$ cat src/rtl/dac_out_ctrl.sv
// dac_out_ctrl: output stage after the 14-bit sample delay line.
// - Registers the requested delay select and drives it to the delay line.
// - Hides select-switch transients with a fade-out / hold / fade-in envelope.
// - Applies Q1.7 gain (scaled by the envelope) with saturation in a
//   3-stage pipeline. Samples are offset binary in and out (midscale 2000h).
// Ports:
//   clk, rstn      sample clock, async active-low reset
//   sel_req[2:0]   requested delay code
//   gain[7:0]      unsigned Q1.7 gain, 128 = unity
//   data_in        delayed sample, offset binary
//   delay_sel_out  select code driven to the delay line
//   dac_data       DAC sample, offset binary
//   busy           high in every state except RUN (registered)
// Optional build macro SAT_CNT_EN adds:
//   sat_clr        synchronous clear of the saturation counter
//   sat_cnt[15:0]  count of clipped output samples, sticks at FFFFh
`timescale 1ns/1ps
module dac_out_ctrl #(
  parameter int DATA_W    = 14,
  parameter int RAMP_STEP = 4,
  parameter int HOLD_CYC  = 32
) (
  input  logic              clk,
  input  logic              rstn,
  input  logic [2:0]        sel_req,
  input  logic [7:0]        gain,
  input  logic [DATA_W-1:0] data_in,
  output logic [2:0]        delay_sel_out,
  output logic [DATA_W-1:0] dac_data,
  output logic              busy
`ifdef SAT_CNT_EN
  ,
  input  logic              sat_clr,
  output logic [15:0]       sat_cnt
`endif
);

  localparam int PW    = DATA_W + 9;               // product width
  localparam int CNT_W = $clog2(HOLD_CYC);
  localparam logic [7:0] RAMP_MAX = 8'd128;
  localparam logic [7:0] STEP     = 8'(RAMP_STEP);
  localparam logic signed [PW-1:0] QMAX = PW'((2 ** (DATA_W - 1)) - 1);
  localparam logic signed [PW-1:0] QMIN = -QMAX - PW'(1);
  localparam logic [DATA_W-1:0] MID = {1'b1, {(DATA_W-1){1'b0}}};

  typedef enum logic [1:0] {RUN, FADE_OUT, SWITCH, FADE_IN} state_t;

  state_t           state_q, state_d;
  logic [7:0]       ramp_q, ramp_d;
  logic [CNT_W-1:0] cnt_q, cnt_d;
  logic [2:0]       sel_q, sel_d;
  logic             fade_step;

  // ---------------- envelope FSM ----------------
  // A mismatch seen in RUN or FADE_IN already takes the first fade-out step
  // on the detecting clock, so a full fade-out spans 32 clocks from the change.
  always_comb begin
    state_d   = state_q;
    ramp_d    = ramp_q;
    cnt_d     = cnt_q;
    sel_d     = sel_q;
    fade_step = 1'b0;
    unique case (state_q)
      RUN: begin
        ramp_d = RAMP_MAX;
        if (sel_req != sel_q) fade_step = 1'b1;
      end
      FADE_IN: begin
        if (sel_req != sel_q) fade_step = 1'b1;
        else if (ramp_q >= RAMP_MAX - STEP) begin
          ramp_d  = RAMP_MAX;
          state_d = RUN;
        end else ramp_d = ramp_q + STEP;
      end
      FADE_OUT: fade_step = 1'b1;
      SWITCH: begin
        ramp_d = '0;
        if (cnt_q == CNT_W'(HOLD_CYC - 1)) state_d = FADE_IN;
        else cnt_d = cnt_q + CNT_W'(1);
      end
      default: state_d = FADE_IN;
    endcase
    if (fade_step) begin
      if (ramp_q <= STEP) begin
        // target sampled only here, on SWITCH entry
        ramp_d  = '0;
        state_d = SWITCH;
        sel_d   = sel_req;
        cnt_d   = '0;
      end else begin
        ramp_d  = ramp_q - STEP;
        state_d = FADE_OUT;
      end
    end
  end

  always_ff @(posedge clk or negedge rstn) begin
    if (!rstn) begin
      state_q <= FADE_IN;
      ramp_q  <= '0;
      cnt_q   <= '0;
      sel_q   <= '0;
      busy    <= 1'b1;
    end else begin
      state_q <= state_d;
      ramp_q  <= ramp_d;
      cnt_q   <= cnt_d;
      sel_q   <= sel_d;
      busy    <= (state_d != RUN);
    end
  end

  assign delay_sel_out = sel_q;

  // ---------------- gain datapath ----------------
  logic [7:0]              gain_r;
  logic [8:0]              eff_gain, e1;
  logic [15:0]             gprod;
  logic [6:0]              unused_gprod_lo;
  logic signed [DATA_W-1:0] s1;
  logic signed [PW-1:0]    prod, p2, q_full;
  logic [DATA_W-1:0]       q_sat;

  assign gprod           = gain_r * ramp_q;
  assign unused_gprod_lo = gprod[6:0];
  assign prod            = s1 * $signed({1'b0, e1});
  assign q_full          = p2 >>> 7;

  always_comb begin
    q_sat = q_full[DATA_W-1:0];
    if (q_full > QMAX)      q_sat = QMAX[DATA_W-1:0];
    else if (q_full < QMIN) q_sat = QMIN[DATA_W-1:0];
  end

  always_ff @(posedge clk or negedge rstn) begin
    if (!rstn) begin
      gain_r   <= '0;
      eff_gain <= '0;
      s1       <= '0;
      e1       <= '0;
      p2       <= '0;
      dac_data <= MID;
    end else begin
      gain_r   <= gain;
      eff_gain <= gprod[15:7];
      s1       <= {~data_in[DATA_W-1], data_in[DATA_W-2:0]};
      e1       <= eff_gain;
      p2       <= prod;
      dac_data <= {~q_sat[DATA_W-1], q_sat[DATA_W-2:0]};
    end
  end

`ifdef SAT_CNT_EN
  logic clip;
  assign clip = (q_full > QMAX) || (q_full < QMIN);

  always_ff @(posedge clk or negedge rstn) begin
    if (!rstn)                              sat_cnt <= '0;
    else if (sat_clr)                       sat_cnt <= '0;
    else if (clip && (sat_cnt != 16'hFFFF)) sat_cnt <= sat_cnt + 16'd1;
  end
`endif

endmodule

$ cat config.mk
export PLATFORM = sky130hd
export DESIGN_NAME = dac_out_ctrl
export DESIGN_NICKNAME = d
export VERILOG_FILES = /design/src/rtl/dac_out_ctrl.sv
export SDC_FILE = /design/constraint.sdc
export NUM_CORES = 1
export LEC_CHECK = 0
export CORE_UTILIZATION = 60
export CTS_BUF_LIST = sky130_fd_sc_hd__clkbuf_8 sky130_fd_sc_hd__clkbuf_16
export CTS_CLUSTER_SIZE = 40
export DETAILED_ROUTE_END_ITERATION = 16
export DONT_BUFFER_PORTS = 1
export HOLD_SLACK_MARGIN = 0.15
export PLACE_DENSITY = 0.86
export SLEW_MARGIN = 25
export SYNTH_ARGS = -nofsm -noshare
export SYNTH_HDL_FRONTEND = slang
export SYNTH_SLANG_ARGS = --single-unit
$ cat constraint.sdc
create_clock -name clk -period 5.1 [get_ports clk]
set_input_delay 1.02 -clock clk [delete_from_list [all_inputs] [get_ports clk]]
set_output_delay 1.02 -clock clk [all_outputs]
set_load 0.005 [all_outputs]
Word level (Yosys, flattened, before mapping)
Cells that the tools add are included.
- bits in registers: 96
- input port bits: 27
- logic and storage cells: 53
- output and inout bits: 18
- bitwise operators: 2
- equality and inequality tests: 6
- reduce and logical (&&, ||, !) cells: 6
- $add $sub $neg: 3
- multiplexer cells: 19
- order comparisons: 4
- multipliers: 2
- operators by type and width (operator ; count):
    $mux 8 ; 4
    $mux 14 ; 2
    $pmux 8 s3 ; 1
    $mul 14x10->23 ; 1
    $mux 5 ; 4
    $gt 16x14->1 const B ; 1
    $lt 16x14->1 const B ; 1
    $mul 8x8->16 ; 1
    $mux 2 ; 5
    $add 8x3->8 const B ; 1
    $ge 8x7->1 const B ; 1
    $le 8x3->1 const B ; 1
    $sub 8x3->8 const B ; 1
    $add 5x1->5 const B ; 1
    $eq 5x5->1 const B ; 1
    $eq 2x2->1 const B ; 2
    $pmux 2 s2 ; 1
    $reduce_and 2->1 ; 2
    $reduce_bool 4->1 ; 1
    $ne 3x3->1 ; 1
    $ne 3x3->1 const B ; 1
    $eq 2x1->1 const B ; 1
    $logic_not 2->1 ; 1
    $not 1->1 ; 2
    other kinds (4) ; 4

Depth between registers and ports, before layout
Gate-level depths: netlist of the first run.
- depth in word-level cells: 6
- gate-level depth with buffers: 20

Worst setup path before layout of the first run
OpenSTA, ideal clock, no wires.
- path type: register to register
- start: register e1[1]
- end: register p2[21]
- slack: -0.134 ns
- clock period less this slack: 5.234 ns
- data arrival time: 5.105 ns
- cell stages (with the launch flop): 19
- buffers on the path: 1
- path through: dfrtp_1 -> clkbuf_1 -> nand2_1 -> fa_1 -> inv_1 -> fa_1 -> fa_1 -> fa_1 -> inv_1 -> fa_1 -> inv_1 -> ha_1 -> and4_1 -> o31ai_2 -> a31oi_1 -> o31ai_4 -> a21oi_2 -> o211a_1 -> a2111o_1
- cells in the longest elaborated chain, start to end: 1
- RTL lines (what ; RTL line ; text):
    start: declaration ; 117 ; logic [8:0] eff_gain, e1;
    start signal: assignment ; 147 ; e1 <= eff_gain;
    $mul 14x10->23 ; 126 ; assign prod = s1 * $signed({1'b0, e1});
    net prod[21] ; 121 ; logic signed [PW-1:0] prod, p2, q_full;
    end signal: assignment ; 148 ; p2 <= prod;
    end: declaration ; 121 ;
The timed path passes the listed nets, and every way through them passes these cells.
A chain may end at the register's enable or synchronous reset.

Worst setup path in the final report of the first run
- start: register e1[4]
- end: register p2[21]
Same word-level chain as after synthesis.

==> results of run 1 <==
==> synth_stat cells (4+ instances only) <==
| cell | count | share of area [%] |
|---|---|---|
| dfrtp_1 | 83 | 23 |
| nand2_1 | 117 | 4.8 |
| nor2_1 | 68 | 2.8 |
| xnor2_1 | 20 | 1.9 |
| clkbuf_1 | 33 | 1.4 |
| fa_1 | 133 | 29 |
| nand4_1 | 4 | 0.27 |
| or3_1 | 4 | 0.27 |
| o21ai_0 | 11 | 0.60 |
| and2_1 | 76 | 5.2 |
| nor2b_1 | 7 | 0.48 |
| o211ai_1 | 4 | 0.33 |
| xor2_1 | 13 | 1.3 |
| dfstp_2 | 4 | 1.2 |
| a21o_1 | 8 | 0.66 |
| a21oi_1 | 29 | 1.6 |
| ha_1 | 87 | 12 |
| inv_1 | 185 | 7.6 |
| nand3_1 | 8 | 0.44 |
| nor3_1 | 8 | 0.44 |
==> metrics by stage <==
| stage | util, % | TNS [ps] | hold WS (ps) |
|---|---|---|---|
| after floorplan | - | 0 | 331 |
| after global placement | 65.1 | -107 | 333 |
| after detailed placement | 65.1 | -343 | 335 |
| after CTS | 68.3 | 0 | 345 |
| after global routing | 68.9 | -251 | 341 |
| final | 68.9 | 0 | 348 |
==> cell type report <==
cell class	instances	area [um2]	share of cell area, %
multi-input cells	652	6250	61.9
flip-flops and latches	87	2190	21.7
inverters	185	694	6.88
repair buffers	53	413	4.09
well taps	184	230	2.28
clock buffers	9	225	2.23
clock inverters	7	80.1	0.794
diodes	1	2.50	0.0248
==> timing repair <==
action	in CTS	in global routing
pin swaps	14	10
gates cloned	0	0
endpoints found under the hold margin	0	0
endpoints found under the setup margin	5	5
setup buffers	11	3
gates resized for setup	19	19
==> state kept, by name, indices dropped and copies added, names as in the netlist <==
signal,count
busy,1
cnt_q,5
dac_data,14
delay_sel_out,3
e1,9
eff_gain,9
gain_r,8
p2,16
ramp_q,6
s1,14
state_q,2
==> cell families after synthesis <==
group	after synthesis
other cells	2
buf+inv	219
compound gates	84
simple gates	303
mux	5
fa+ha+maj	220
flops	87
xor+xnor	33
==> critical path: stages (launching register included) <==
cell,delay (ps)
dfrtp_1,420
buf_4,150
nand2_2,60
fa_1,440
fa_1,550
inv_1,50
fa_1,460
fa_1,510
inv_1,60
fa_1,540
inv_1,70
ha_4,290
and4_4,250
o31ai_4,90
a31oi_4,240
o31ai_4,90
a21oi_2,160
buf_4,150
nor4_1,50
a2111o_1,350
==> how the worst min path moves through the flow <==
stage	from	endpoint	slack, ps
2_1_floorplan	eff_gain[0]$_DFF_PN0_	e1[0]$_DFF_PN0_	330
3_3_place_gp	eff_gain[8]$_DFF_PN0_	e1[8]$_DFF_PN0_	330
3_5_place_dp	eff_gain[7]$_DFF_PN0_	e1[7]$_DFF_PN0_	330
4_1_cts	rstn	s1[0]$_DFF_PN0_	340
5_1_grt	rstn	s1[0]$_DFF_PN0_	340
6_report	rstn	s1[0]$_DFF_PN0_	350
==> metal layers <==
| metal | vias up | global-route usage, % | wire length (um) |
|---|---|---|---|
| li1 | 2961 | - | - |
| met1 | 3291 | 31.7 | 7540 |
| met2 | 218 | 49.1 | 10100 |
| met3 | 63 | 6.03 | 978 |
| met4 | 0 | 12.1 | 716 |
| met5 | - | 0 | 0 |
==> flow_metrics.tcl, run 1 <==
set metrics [dict create \
    status "completed" \
    drc_errors 0 \
    ys_seq_area_share_pct 24.0 \
    crit_end "p2[21]$_DFF_PN0_" \
    yosys_warnings 0 \
    dieArea_um2 15700 \
    syn_inst 953 \
    finClkSkew_ps 9.15 \
    cts.path.max_buffers 2 \
    syn_area_per_cell_um2 9.56 \
    dp_hpwl_um 14300 \
    num-nets-final 1235 \
    hold_viol 0 \
    max_freq_ghz 0.197 \
    fillers 991 \
    dpl-instance-area_um2 9530 \
    yosys_most_used_dff "dfrtp_1" \
    required_ps 5340 \
    start_util_pct 62.2 \
    avgViaCountPerCell 5.55 \
    ys_seq_elements 87 \
    synthSimpleGateAreaFrac_pct 15.6 \
    dr_total_vias 6533 \
    synth.distinct_cells 51 \
    grt_max_degree 88 \
    wire_per_inst_um 16.4 \
    hold_buffers 0 \
    antenna_found_initial 1 \
    overflow 0 \
    grt_pass1_wl_um 33600 \
    die_h_um 125 \
    crit_path_max_fanout 4 \
    mostFrequentLayoutCell "inv_1" \
    drtAntennaViolNets 0 \
    post-place-cells 1148 \
    port_buffers 0 \
    hold_path_class "in2async" \
    rsz0062_at_grt "yes" \
    muxShareOfSynthArea_pct 0.591 \
    clkTransAtPathRegs_ps 70 \
    wl_um 19300 \
    maxSlewHeadroom_pct 46.5 \
    cp-end-kind "flip-flop" \
    synthXorXnorAreaFrac_pct 3.17 \
    drt_iter0_drc 371 \
    layout_setup_ws_ps 11.4 \
    rr_worst_depth 19 \
    synth_fa_ha_area_share_pct 41.2 \
    place_congestion 0.903 \
    cts_root_buf "clkbuf_16" \
    area_growth_pct 10.8 \
    setup_viol 0 \
    firstDrtPassIters 7 \
    syn_area_um2 9110 \
    worstSkewPairLatency_ps 360 \
    grt.total_usage_pct 27.5 \
    period_minus_slack_ps 5090 \
    worstSetupStartpointType "flip-flop" \
    critPathArrivalTime_ps 5330 \
    num_rows 44 \
    slew_violations 0 \
    synth-compound-area-share_pct 6.40 \
    maxCapViolCount 0 \
    fin_crit_sh_pct 99.8 \
    dp_slack_ps -216 \
    ff2ff_setup_slack_ps 10 \
    cts_tree "done" \
    critPathLaunch "e1[4]$_DFF_PN0_" \
    die_x_um 125 \
    synth_edf_count 0 \
    first_global_vias 7258 \
    worstSetupPathType "reg2reg" \
    async_reset_ff_share_pct 100 \
    design_area_um2 10100 \
    final_cell_mix "184 x inv_1, 130 x fa_1, 113 x nand2_1, 82 x ha_1, 75 x and2_1" \
    layout.cells.non_filler 1178 \
    h-tree-depth 3 \
    cts_buffers 9 \
    synth_top_family_by_area "adder cells" \
    io_pins 45 \
    core_area_um2 14600 \
    final_layout_size_suffix_gt1_share_pct 11.9 \
    clock_sinks 87 \
    rr_startpoint "e1[4]$_DFF_PN0_" \
    worst_pin_slew_ps 802 \
    r2r_end "p2[21]$_DFF_PN0_" \
]
Power of run 1 is not shown: default switching activity piles up to over one toggle a cycle in this logic, so the estimate is an artifact.
==> inputs of run 2 (changes only) <==
--- a/config.mk
+++ b/config.mk
@@ -5,6 +5,7 @@
 export SDC_FILE = /design/constraint.sdc
 export NUM_CORES = 1
 export LEC_CHECK = 0
+export CORE_MARGIN = 3
 export CORE_UTILIZATION = 60
 export CTS_BUF_LIST = sky130_fd_sc_hd__clkbuf_8 sky130_fd_sc_hd__clkbuf_16
 export CTS_CLUSTER_SIZE = 40
==> run 2 against run 1 <==
Against the previous run: the flow now finishes with violations (negative setup slack); worst setup slack lost 89 ps; sequential share of layout area fell by 0.46 points; maximum frequency decreased by 1.7%; via count increased by 3.1%; cell count up 0.76%; first-iteration DRC count rose by 57%; sequential cell count stayed put; design area up 2.2%; clock skew down 2.2 ps; routed wire length rose by 10%; die area increased by 6.5%; critical endpoint unchanged; highest routed layer is now met5.
==> flow_metrics.tcl, run 2 (same netlist as run 1, synthesis figures left out) <==
set metrics [dict create \
    status "finished with violations" \
    violations "negative setup slack" \
    worstSetupStartpointType "flip-flop" \
    cts_root_buf "clkbuf_16" \
    wire_per_inst_um 17.9 \
    wl_met2_um 11000 \
    max_freq_ghz 0.193 \
    ff2ff_setup_slack_ps -80 \
    worst_pin_slew_ps 824 \
    dr_total_vias 6737 \
    num-nets-final 1244 \
    post-place-cells 1144 \
    io_pins 45 \
    slew_violations 0 \
    hold_path_class "reg2reg" \
    clock_sinks 87 \
    highest-signal-layer "met5" \
    wl_um 21300 \
    drt_iter0_drc 581 \
    cts_buffers 9 \
    firstDrtPassIters 5 \
    antenna_found_initial 2 \
    maxCapViolCount 0 \
    worstSetupPathType "reg2reg" \
    largest_reg_flops 16 \
    top_regs "p2 (16), dac_data (14), s1 (14)" \
    clkTransAtPathRegs_ps 60 \
    setup_viol 2 \
    dieArea_um2 16700 \
    grt_pass1_wl_um 33700 \
    dp_hpwl_um 14900 \
    grt_max_degree 88 \
    final_cell_mix "180 x inv_1, 130 x fa_1, 110 x nand2_1, 76 x and2_1, 76 x ha_1" \
    worstSkewPairLatency_ps 350 \
    final_layout_size_suffix_gt1_share_pct 14.7 \
    wl_met3_um 1520 \
    grt.total_usage_pct 25.8 \
    wl_met1_um 8100 \
    r2r_end "p2[21]$_DFF_PN0_" \
    core_area_um2 14700 \
    fin_crit_sh_pct 102 \
    hold_buffers 0 \
    rsz0062_at_grt "yes" \
    finClkSkew_ps 7.00 \
    num_rows 44 \
    period_minus_slack_ps 5180 \
    start_util_pct 62.0 \
    hold_viol 0 \
    critPathArrivalTime_ps 5400 \
    overflow 0 \
    min_delay_path_depth 0 \
    place_congestion 0.920 \
    cts_tree "done" \
    largest_register "p2" \
    hold_path_end "e1[8]$_DFF_PN0_" \
    drc_errors 0 \
    drtAntennaViolNets 0 \
    layout_setup_ws_ps -77.1 \
    area_growth_pct 13.2 \
    crit_path_max_fanout 4 \
    port_buffers 0 \
    layout.cells.non_filler 1187 \
    cp-end-kind "flip-flop" \
    min_from "eff_gain[8]$_DFF_PN0_" \
    first_global_vias 7133 \
    die_x_um 129 \
    h-tree-depth 3 \
    maxSlewHeadroom_pct 45.1 \
    mostFrequentLayoutCell "inv_1" \
    rr_worst_depth 20 \
    avgViaCountPerCell 5.68 \
    required_ps 5330 \
    rr_startpoint "e1[4]$_DFF_PN0_" \
    die_h_um 129 \
    cts.path.max_buffers 2 \
]
==> run 2: per-stage QoR <==
stage | worst slack (ps) | util (%) | area, um2 | setup TNS [ps] | hold slack, ps
after floorplan | 1.92 | - | 9140 | 0 | 331
after global placement | 38.3 | 64.6 | 9500 | 0 | 332
after detailed placement | -86.5 | 64.6 | 9500 | -86.5 | 335
after CTS | 2.33 | 68.6 | 10100 | 0 | 349
after global routing | -185 | 70.2 | 10300 | -676 | 345
final | -77.1 | 70.2 | 10300 | -129 | 348
==> run 2: worst max-delay path by stage <==
stage | slack [ps] | depth (start not counted) | end | start
floorplan | 2 | 18 | p2[21]$_DFF_PN0_ | e1[1]$_DFF_PN0_
global placement | 40 | 18 | p2[21]$_DFF_PN0_ | e1[6]$_DFF_PN0_
detailed placement | -90 | 18 | p2[21]$_DFF_PN0_ | e1[6]$_DFF_PN0_
CTS | 2 | 18 | p2[21]$_DFF_PN0_ | e1[3]$_DFF_PN0_
global route | -180 | 19 | p2[21]$_DFF_PN0_ | e1[3]$_DFF_PN0_
finish | -80 | 20 | p2[21]$_DFF_PN0_ | e1[4]$_DFF_PN0_
==> run 2: layer usage <==
layer  vias to the layer above  GRT usage, %
met5                         -             0
met3                        57          5.36
met2                       289          43.7
met4                         2          9.76
li1                       2984             -
met1                      3405          33.0
==> run 2: cell type report <==
cell class                      count  area, um2
Antenna cell                        1       2.50
Timing Repair Buffer               62        489
Fill cell                         928       4390
Tap cell                          184        230
Multi-Input combinational cell    652       6350
Sequential cell                    87       2190
Inverter                          185        694
Clock inverter                      6        109
Clock buffer                       10        239
==> run 2: what timing repair did <==
action,in CTS,in global routing
cloned,0,1
endpoints found under the setup margin,2,7
pin swaps,21,25
gates resized for setup,29,32
buffers inserted,12,15
==> run 2: worst max-delay path: stages (launching register included) <==
cell and delay [ps]:
dfrtp_1 410, buf_4 170, buf_4 130, buf_4 130, and2_1 150, fa_2 360, fa_1 610, ha_4 220
fa_1 540, inv_1 60, fa_1 560, inv_1 80, ha_4 270, and4_4 220, o31ai_4 80, a31oi_4 210
o31ai_4 100, a21oi_2 220, buf_4 160, nor4_1 40, a2111o_1 350
Power of run 2 is left out for the same reason.
